<file path="config.mk">
export PLATFORM = sky130hd
export DESIGN_NAME = lr_train_ctrl
export DESIGN_NICKNAME = d
export VERILOG_FILES = /design/src/rtl/lr_train_ctrl.sv
export SDC_FILE = /design/constraint.sdc
export NUM_CORES = 1
export LEC_CHECK = 0
export BUFFER_PORTS_ARGS = -buffer_cell sky130_fd_sc_hd__buf_2
export CORE_UTILIZATION = 25
export DETAILED_ROUTE_END_ITERATION = 8
export GPL_ROUTABILITY_DRIVEN = 0
export SYNTH_ARGS = -nofsm -noshare
export SYNTH_HDL_FRONTEND = slang
export SYNTH_SLANG_ARGS = --single-unit
</file>
<file path="constraint.sdc">
create_clock -name CLK -period 9.7 [get_ports CLK]
set_input_delay 0.97 -clock CLK [delete_from_list [all_inputs] [get_ports CLK]]
set_output_delay 0.97 -clock CLK [all_outputs]
set_load 0.01 [all_outputs]
</file>
<file path="src/rtl/lr_train_ctrl.sv">
// lr_train_ctrl: sequencer for the LR gradient-descent engine and its data-point RAM.
// Primes the engine with the weight row (RAM[0]), streams the row addressed by the engine's
// current index, waits for eng_fin, writes the final weights to RES_ADDR and pulses done.
// Ports:
//   CLK, RST          clock (rising edge), asynchronous active-high reset
//   start, abort      run request (IDLE only) / return to IDLE without writeback
//   busy, done, err   status: not IDLE, 1-cycle completion pulse, sticky timeout flag
//   epoch_cnt         epochs observed this run (DPS -> 1 index wraps, saturating)
//   mem_addr/we/wdata RAM address, write strobe and final weight row
//   mem_rdata         RAM read data, one cycle after mem_addr
//   eng_rst           1-cycle engine clear on an accepted start
//   eng_enable        engine advance enable (high exactly while running)
//   eng_idx, eng_fin  engine data-point index / training finished
//   eng_wt            engine weight row, valid while eng_fin=1
//   eng_row           row presented to the engine (registered copy of mem_rdata)
//   eng_row_oe        shared-bus drive enable, combinational so it drops with eng_fin
module lr_train_ctrl #(
   parameter int unsigned MAX_FEATURES = 7,
   parameter int unsigned DPS          = 6,
   parameter int unsigned DP_BITS      = 4,
   parameter int unsigned RES_ADDR     = DPS + 1,
   parameter int unsigned PRIME_CYC    = 3,
   parameter int unsigned WDOG_W       = 24,
   parameter int unsigned TIMEOUT      = 100000
) (
   input  logic                           CLK,
   input  logic                           RST,
   input  logic                           start,
   input  logic                           abort,
   output logic                           busy,
   output logic                           done,
   output logic                           err,
   output logic [7:0]                     epoch_cnt,
   output logic [DP_BITS-1:0]             mem_addr,
   output logic                           mem_we,
   output logic [(MAX_FEATURES+1)*16-1:0] mem_wdata,
   input  logic [(MAX_FEATURES+1)*16-1:0] mem_rdata,
   output logic                           eng_rst,
   output logic                           eng_enable,
   input  logic [DP_BITS-1:0]             eng_idx,
   input  logic                           eng_fin,
   input  logic [(MAX_FEATURES+1)*16-1:0] eng_wt,
   output logic [(MAX_FEATURES+1)*16-1:0] eng_row,
   output logic                           eng_row_oe
);

   localparam int unsigned ROW_W = (MAX_FEATURES + 1) * 16;
   localparam int unsigned PC_W  = (PRIME_CYC > 1) ? $clog2(PRIME_CYC) : 1;

   typedef enum logic [2:0] {
      S_IDLE  = 3'd0,
      S_PRIME = 3'd1,
      S_RUN   = 3'd2,
      S_WB    = 3'd3,
      S_DONE  = 3'd4
   } state_t;

   state_t               r_state;
   state_t               w_next;

   logic [PC_W-1:0]      r_prime_cnt;
   logic [WDOG_W-1:0]    r_wdog;
   logic [DP_BITS-1:0]   r_idx_prev;

   logic                 r_busy;
   logic                 r_done;
   logic                 r_err;
   logic [7:0]           r_epoch;
   logic [DP_BITS-1:0]   r_mem_addr;
   logic                 r_mem_we;
   logic [ROW_W-1:0]     r_mem_wdata;
   logic                 r_eng_rst;
   logic                 r_eng_enable;
   logic [ROW_W-1:0]     r_eng_row;

   logic                 w_busy_nxt;
   logic                 w_done_nxt;
   logic                 w_err_nxt;
   logic [7:0]           w_epoch_nxt;
   logic [DP_BITS-1:0]   w_mem_addr_nxt;
   logic                 w_mem_we_nxt;
   logic [ROW_W-1:0]     w_mem_wdata_nxt;
   logic                 w_eng_rst_nxt;
   logic                 w_eng_enable_nxt;
   logic [ROW_W-1:0]     w_eng_row_nxt;

   logic                 w_start_ok;
   logic                 w_prime_last;
   logic                 w_timeout;
   logic                 w_wrap;

   assign w_start_ok   = (r_state == S_IDLE) && start && !abort;
   assign w_prime_last = (r_prime_cnt == PC_W'(PRIME_CYC - 1));
   // r_wdog holds (RUN cycles elapsed - 1), so this fires in RUN cycle TIMEOUT
   assign w_timeout    = (r_state == S_RUN) && !eng_fin && (r_wdog == WDOG_W'(TIMEOUT - 1));
   assign w_wrap       = (r_state == S_RUN) && (r_idx_prev == DP_BITS'(DPS)) &&
                         (eng_idx == DP_BITS'(1));

   // State register
   always_ff @(posedge CLK or posedge RST) begin
      if (RST) r_state <= S_IDLE;
      else     r_state <= w_next;
   end

   // Next-state logic; abort overrides everything, including start in IDLE
   always_comb begin
      w_next = r_state;
      if (abort) begin
         w_next = S_IDLE;
      end else begin
         case (r_state)
            S_IDLE:  if (start) w_next = S_PRIME;
            S_PRIME: if (w_prime_last) w_next = S_RUN;
            S_RUN: begin
               if (eng_fin)        w_next = S_WB;
               else if (w_timeout) w_next = S_IDLE;
            end
            S_WB:    w_next = S_DONE;
            S_DONE:  w_next = S_IDLE;
            default: w_next = S_IDLE;
         endcase
      end
   end

   // Output logic: next values of the registered outputs, decoded from the next state
   always_comb begin
      w_busy_nxt       = (w_next != S_IDLE);
      w_done_nxt       = (w_next == S_DONE);
      w_mem_we_nxt     = (w_next == S_WB);
      w_eng_enable_nxt = (w_next == S_RUN);
      w_eng_rst_nxt    = w_start_ok;
      w_err_nxt        = r_err;
      w_epoch_nxt      = r_epoch;
      w_mem_addr_nxt   = '0;
      w_mem_wdata_nxt  = r_mem_wdata;
      w_eng_row_nxt    = r_eng_row;

      if (w_start_ok)                        w_err_nxt = 1'b0;
      else if (w_timeout && !abort)          w_err_nxt = 1'b1;

      if (w_start_ok)                        w_epoch_nxt = '0;
      else if (w_wrap && r_epoch != 8'hFF)   w_epoch_nxt = r_epoch + 8'd1;

      case (w_next)
         S_RUN:   w_mem_addr_nxt = eng_idx;
         S_WB:    w_mem_addr_nxt = DP_BITS'(RES_ADDR);
         default: w_mem_addr_nxt = '0;
      endcase

      if (w_next == S_IDLE)                      w_mem_wdata_nxt = '0;
      else if (r_state == S_RUN && w_next == S_WB) w_mem_wdata_nxt = eng_wt;

      // RAM[0] is already on mem_rdata in IDLE, so the weight row lands with the start edge
      if (w_next == S_PRIME || w_next == S_RUN) w_eng_row_nxt = mem_rdata;
      else if (w_next == S_IDLE)                w_eng_row_nxt = '0;
   end

   // Output registers
   always_ff @(posedge CLK or posedge RST) begin
      if (RST) begin
         r_busy       <= 1'b0;
         r_done       <= 1'b0;
         r_err        <= 1'b0;
         r_epoch      <= '0;
         r_mem_addr   <= '0;
         r_mem_we     <= 1'b0;
         r_mem_wdata  <= '0;
         r_eng_rst    <= 1'b0;
         r_eng_enable <= 1'b0;
         r_eng_row    <= '0;
      end else begin
         r_busy       <= w_busy_nxt;
         r_done       <= w_done_nxt;
         r_err        <= w_err_nxt;
         r_epoch      <= w_epoch_nxt;
         r_mem_addr   <= w_mem_addr_nxt;
         r_mem_we     <= w_mem_we_nxt;
         r_mem_wdata  <= w_mem_wdata_nxt;
         r_eng_rst    <= w_eng_rst_nxt;
         r_eng_enable <= w_eng_enable_nxt;
         r_eng_row    <= w_eng_row_nxt;
      end
   end

   // Prime-hold counter, RUN watchdog and previous engine index
   always_ff @(posedge CLK or posedge RST) begin
      if (RST) begin
         r_prime_cnt <= '0;
         r_wdog      <= '0;
         r_idx_prev  <= '0;
      end else begin
         r_prime_cnt <= (r_state == S_PRIME) ? r_prime_cnt + PC_W'(1) : '0;
         r_wdog      <= (r_state == S_RUN) ? r_wdog + WDOG_W'(1) : '0;
         r_idx_prev  <= eng_idx;
      end
   end

   assign busy       = r_busy;
   assign done       = r_done;
   assign err        = r_err;
   assign epoch_cnt  = r_epoch;
   assign mem_addr   = r_mem_addr;
   assign mem_we     = r_mem_we;
   assign mem_wdata  = r_mem_wdata;
   assign eng_rst    = r_eng_rst;
   assign eng_enable = r_eng_enable;
   assign eng_row    = r_eng_row;
   assign eng_row_oe = ((r_state == S_PRIME) || (r_state == S_RUN)) && !eng_fin;

endmodule

</file>
Word-level counts from Yosys, hierarchy flattened

Index checks and enable logic that the tools add are counted.

Logic and storage cells: 67
Memories kept: 0
Bits in registers: 307
Bits in latches: 0
RAM bits: 0
Memory bits (read-only): 0
Output and inout port bits: 275

Add/sub/neg operators: 3
Multipliers: 0
Order comparisons: 0
Shift operators: 0
Muxes and demuxes: 17
Div/mod/pow operators: 0
Reductions and logical operators: 21
Bitwise gates (word level): 0
Equal/unequal tests: 12

Operator list:

| cell                                             | count |
|---|---|
| two-way mux 128 bit                              | 4 |
| adder 24 x 1 -> 24 bit (second input constant)   | 1 |
| == test 24 x 17 -> 1 bit (second input constant) | 1 |
| two-way mux 24 bit                               | 1 |
| two-way mux 8 bit                                | 2 |
| two-way mux 3 bit                                | 5 |
| == test 3 x 2 -> 1 bit (second input constant)   | 4 |
| one-hot mux 3 bit (4 select lines)               | 1 |
| logical AND 1 bit                                | 10 |
| adder 8 x 1 -> 8 bit (second input constant)     | 1 |
| inequality test 8 bit (second input constant)    | 1 |
| one-hot mux 4 bit (2 select lines)               | 1 |
| nonzero test 2 bit                               | 4 |
| == test 3 x 1 -> 1 bit (second input constant)   | 2 |
| logical NOT 3 bit                                | 2 |
| == test 4 x 1 -> 1 bit (second input constant)   | 1 |
| == test 4 x 3 -> 1 bit (second input constant)   | 1 |
| == test 3 bit (second input constant)            | 1 |
| nonzero test 3 bit                               | 1 |
| adder 2 x 1 -> 2 bit (second input constant)     | 1 |
| == test 2 bit (second input constant)            | 1 |
| logical NOT 1 bit                                | 2 |
| logical OR 1 bit                                 | 2 |
| two-way mux 1 bit                                | 2 |
| two-way mux 2 bit                                | 1 |

Depth between registers and ports, before layout

Depth after elaboration: 11
Gate-level depth with buffers: 10
Depth with buffers taken out: 7

Worst setup path before layout

No wires, ideal clock.

Path kind: input to register
From: input port eng_fin
To: register r_mem_wdata[10], in the netlist mem_wdata[10]
Required time: 9579 ps
Arrival: 2500 ps
Stages on the path: 7
Path slack: 7079 ps
Library setup time: 121 ps
Buffers on the path: 2
Cell sequence: nor4b_1 nand4_1 o31ai_4 a21oi_1 buf_2 buf_1 a22o_1

Cells in the longest elaborated chain, start to end: 10
Elaborated cells on any way between the ends: 12
Classes of those cells: 1 x eq/ne; 5 x mux; 6 x reduce/logical

Ends and longest elaborated chain:

| element                              | RTL line | text |
|---|---|---|
| start: declaration                   | 41       | `input logic eng_fin,` |
| logical NOT 1 bit                    | 95       | `assign w_timeout = (r_state == S_RUN) && !eng_fin && (r_wdog == WDOG_W'(TIMEOUT - 1));` |
| logical AND 1 bit (2 in a row)       | 95       |  |
| two-way mux 3 bit                    | 116      | `else if (w_timeout) w_next = S_IDLE;` |
| two-way mux 3 bit *                  | 115      | `if (eng_fin) w_next = S_WB;` |
| one-hot mux 3 bit (4 select lines) * | 111      | `case (r_state)` |
| two-way mux 3 bit *                  | 108      | `if (abort) begin` |
| == test 3 x 2 -> 1 bit               | 151      | `else if (r_state == S_RUN && w_next == S_WB) w_mem_wdata_nxt = eng_wt;` |
| logical AND 1 bit                    | 151      |  |
| nonzero test 2 bit (no line)         | n/a      |  |
| end signal: assignment               | 178      | `r_mem_wdata <= w_mem_wdata_nxt;` |
| end: declaration                     | 71       | `logic [ROW_W-1:0] r_mem_wdata;` |

Mark *: on every way between the ends. The rest lies on a longest branch, timed or not.
A chain may end at the register's enable or synchronous reset.

Worst setup path in the final report

From: register r_state[1]
To: register r_mem_wdata[15], in the netlist mem_wdata[15]

Cells in the longest elaborated chain, start to end: 10
Elaborated cells on any way between the ends: 17
Classes of those cells: 4 x eq/ne; 7 x mux; 6 x reduce/logical

Ends and longest elaborated chain:

| element                            | RTL line     | text |
|---|---|---|
| start: declaration                 | 58           | `state_t r_state;` |
| start signal: assignment           | 102          | `else r_state <= w_next;` |
| == test 3 x 2 -> 1 bit             | 95, 111, 151 |  |
| logical AND 1 bit (2 in a row)     | 95           |  |
| two-way mux 3 bit                  | 116          |  |
| two-way mux 3 bit                  | 115          |  |
| one-hot mux 3 bit (4 select lines) | 111          |  |
| two-way mux 3 bit                  | 108          |  |
| == test 3 x 2 -> 1 bit             | 151          |  |
| logical AND 1 bit                  | 151          |  |
| nonzero test 2 bit (no line)       | n/a          |  |

Several ways; a longest one is shown, not always the timed one.

==> flow_summary.json <==
{
  "holdCritPathClass": "register to register",
  "slowest_stage": "buf_4",
  "firstDrtPassIters": 4,
  "drt-initial-drc-count": 627,
  "grt_usage": 0.1429,
  "hold_buffers": 0,
  "slew_headroom": 0.2326,
  "coreArea_um2": 44320,
  "synth_ff_type": "dfrtp_1",
  "cellPowerDensity_nw_per_um2": 187.2,
  "cts_max_level": 2,
  "final-hold-violation-count": 0,
  "path_clk_slew_ns": 0.06,
  "synth-seq-cells": 307,
  "layout_common_cells": "539 x buf_2, 307 x dfrtp_1, 256 x a22o_1",
  "timing.final.ws_setup_ns": 5.759,
  "cts_buffer_depth": 3,
  "grt_pass1_wl_um": 52120,
  "mostFrequentLayoutCell": "buf_2",
  "grt_pass1_vias": 9054,
  "cts-buffers-inserted": 35,
  "vias": 8974,
  "drv_cap": 0,
  "netlist_area_um2": 11270,
  "setup_violations": 0,
  "yosys_warnings": 0,
  "layout-drive-gt1-share": 0.4550,
  "fmax_mhz": 253.7,
  "netlist_instances": 799,
  "clock-sinks": 307,
  "grt_max_degree": 101,
  "cp_max_fo": 98,
  "fillers": 4395,
  "synth_edf_count": 0,
  "synthArstFlopShare": 1.000,
  "finalCriticalPeriod_ns": 3.941,
  "rows": 77,
  "clock_latency_ns": 0.53,
  "post-route-period-util": 0.4063,
  "reg2reg_slack_ns": 5.76,
  "ctsResizeCount": 0,
  "cp-start-kind": "register",
  "ioPinCount": 540,
  "die_w_um": 214.3,
  "finalWirelength_um": 33490,
  "drc_errors": 0,
  "design.die.area_um2": 45920,
  "crit_path_cell_trace": "or3b_1 > nor2_1 > and2_4 > a21oi_4 > buf_4 > a22o_1",
  "die_h_um": 214.3,
  "cpLargestDelayFamily": "simple AND/OR/NAND/NOR gates",
  "ant_nets": 0,
  "wire_per_inst_um": 17.31,
  "finClkSkew_ns": 0.01366,
  "cp-end-kind": "register",
  "io_buffers": 539,
  "path_buf_inv": 1,
  "antenna_found_initial": 3,
  "syn_avg_cell_area_um2": 14.10,
  "nets": 1587,
  "tightest_slew_ns": 1.151,
  "post_cts.repair.setup_buffers": 0,
  "synth_cell_types": 37,
  "crit_type": "register to register",
  "clockRootBuffer": "clkbuf_16",
  "p_leak_nw": 8.525,
  "outcome": "finished, final reports clean",
  "dp_slack_ns": 5.734,
  "cts_tree": "yes",
  "start_util": 0.2542,
  "seq_area_frac_synth": 0.6819,
  "synth.net_count": 1067,
  "overflow": 0,
  "rsz0062_at_grt": "no",
  "dp_hpwl_um": 22880,
  "via_per_inst": 4.638,
  "critPathRequiredTime_ns": 10.16,
  "peakVddDrop_mv": 0.1095,
  "arrival_ns": 4.40,
  "drv_slew": 0,
  "syn2layout_area_growth_pct": 38.82,
  "finalSetupTns_ns": 0,
  "max_stage_delay_ns": 0.87,
  "n_antenna_cell": 0
}
## worst paths after layout
check / cells after the start / from / endpoint
setup / recovery: 6 / r_state[1]$_DFF_PP0_ / mem_wdata[15]$_DFFE_PP0P_
hold / removal: 1 / r_prime_cnt[0]$_DFF_PP0_ / r_prime_cnt[0]$_DFF_PP0_
setup reg to reg: 6 / r_state[1]$_DFF_PP0_ / mem_wdata[15]$_DFFE_PP0P_
hold reg to reg: 1 / r_prime_cnt[0]$_DFF_PP0_ / r_prime_cnt[0]$_DFF_PP0_
max in group asynchronous: 4 / RST / mem_wdata[9]$_DFFE_PP0P_
min in group asynchronous: 2 / RST / eng_row[8]$_DFFE_PP0P_
## synth_stat cells (8+ instances only)
master / count / area (um^2)
dfrtp_1: 307 / 7682
a22o_1: 256 / 2242
buf_2: 53 / 265.3
nor2_1: 41 / 153.9
xnor2_1: 13 / 113.9
xor2_1: 13 / 113.9
nand3_1: 12 / 60.06
nand2_1: 11 / 41.29
nor3_1: 9 / 45.04
clkbuf_1: 8 / 30.03
inv_1: 8 / 30.03
nand4_1: 8 / 50.05
## power by group
part           internal (mW)  switching (mW)
clock network          0.794           0.529
registers               1.33          0.0263
logic                  0.106           0.144
## area by class of cell
| cell class | count | area (um^2) | area share |
|---|---|---|---|
| sequential | 307 | 7682 | 0.4912 |
| inverter | 8 | 37.54 | 0.002400 |
| clock inverter | 14 | 168.9 | 0.01080 |
| multi-input combinational | 420 | 3271 | 0.2091 |
| timing repair buffer | 547 | 2758 | 0.1763 |
| tap | 592 | 740.7 | 0.04736 |
| clock buffer | 47 | 980.9 | 0.06273 |
## per-layer routing
layer	wire length, um	vias up	GRT usage	share of wire
met2	16110	430	0.2344	0.48
met4	974	6	0.05857	0.029
met5	37	-	0	0.0011
met1	13890	4443	0.1786	0.41
met3	2473	64	0.03716	0.074
li1	-	4031	-	-
## state kept, by name, summed over array words and instances, names as in the netlist, 2 cells and up
signal and cells:
eng_row 128, mem_wdata 128, r_wdog 24, epoch_cnt 8
mem_addr 4, r_idx_prev 4, r_state 3, r_prime_cnt 2
## per-stage QoR
stage / hold slack [ns] / area [um^2] / total power, mW / util / cells
floorplan: 0.4082 / 11270 / 1.497 / - / 799
global placement: 0.4167 / 14490 / 1.625 / 0.3269 / 1874
detailed placement: 0.4252 / 14490 / 1.630 / 0.3269 / 1874
CTS: 0.4327 / 15640 / 2.978 / 0.3529 / 1935
global route: 0.4629 / 15640 / 3.053 / 0.3529 / 1935
finish: 0.4296 / 15640 / 2.927 / 0.3529 / 1935
## cell families after synthesis
family | count (synthesis) | synth area share
adders and majority gates | 3 | 0.003332
muxes | 2 | 0.001888
buffers and inverters | 72 | 0.02988
DFF | 307 | 0.6819
and+or+nand+nor | 117 | 0.05453
AOI/OAI and AO/OA | 272 | 0.2082
xor gates and xnor gates | 26 | 0.02021
Note: power is estimated with default switching activity, not from simulation.
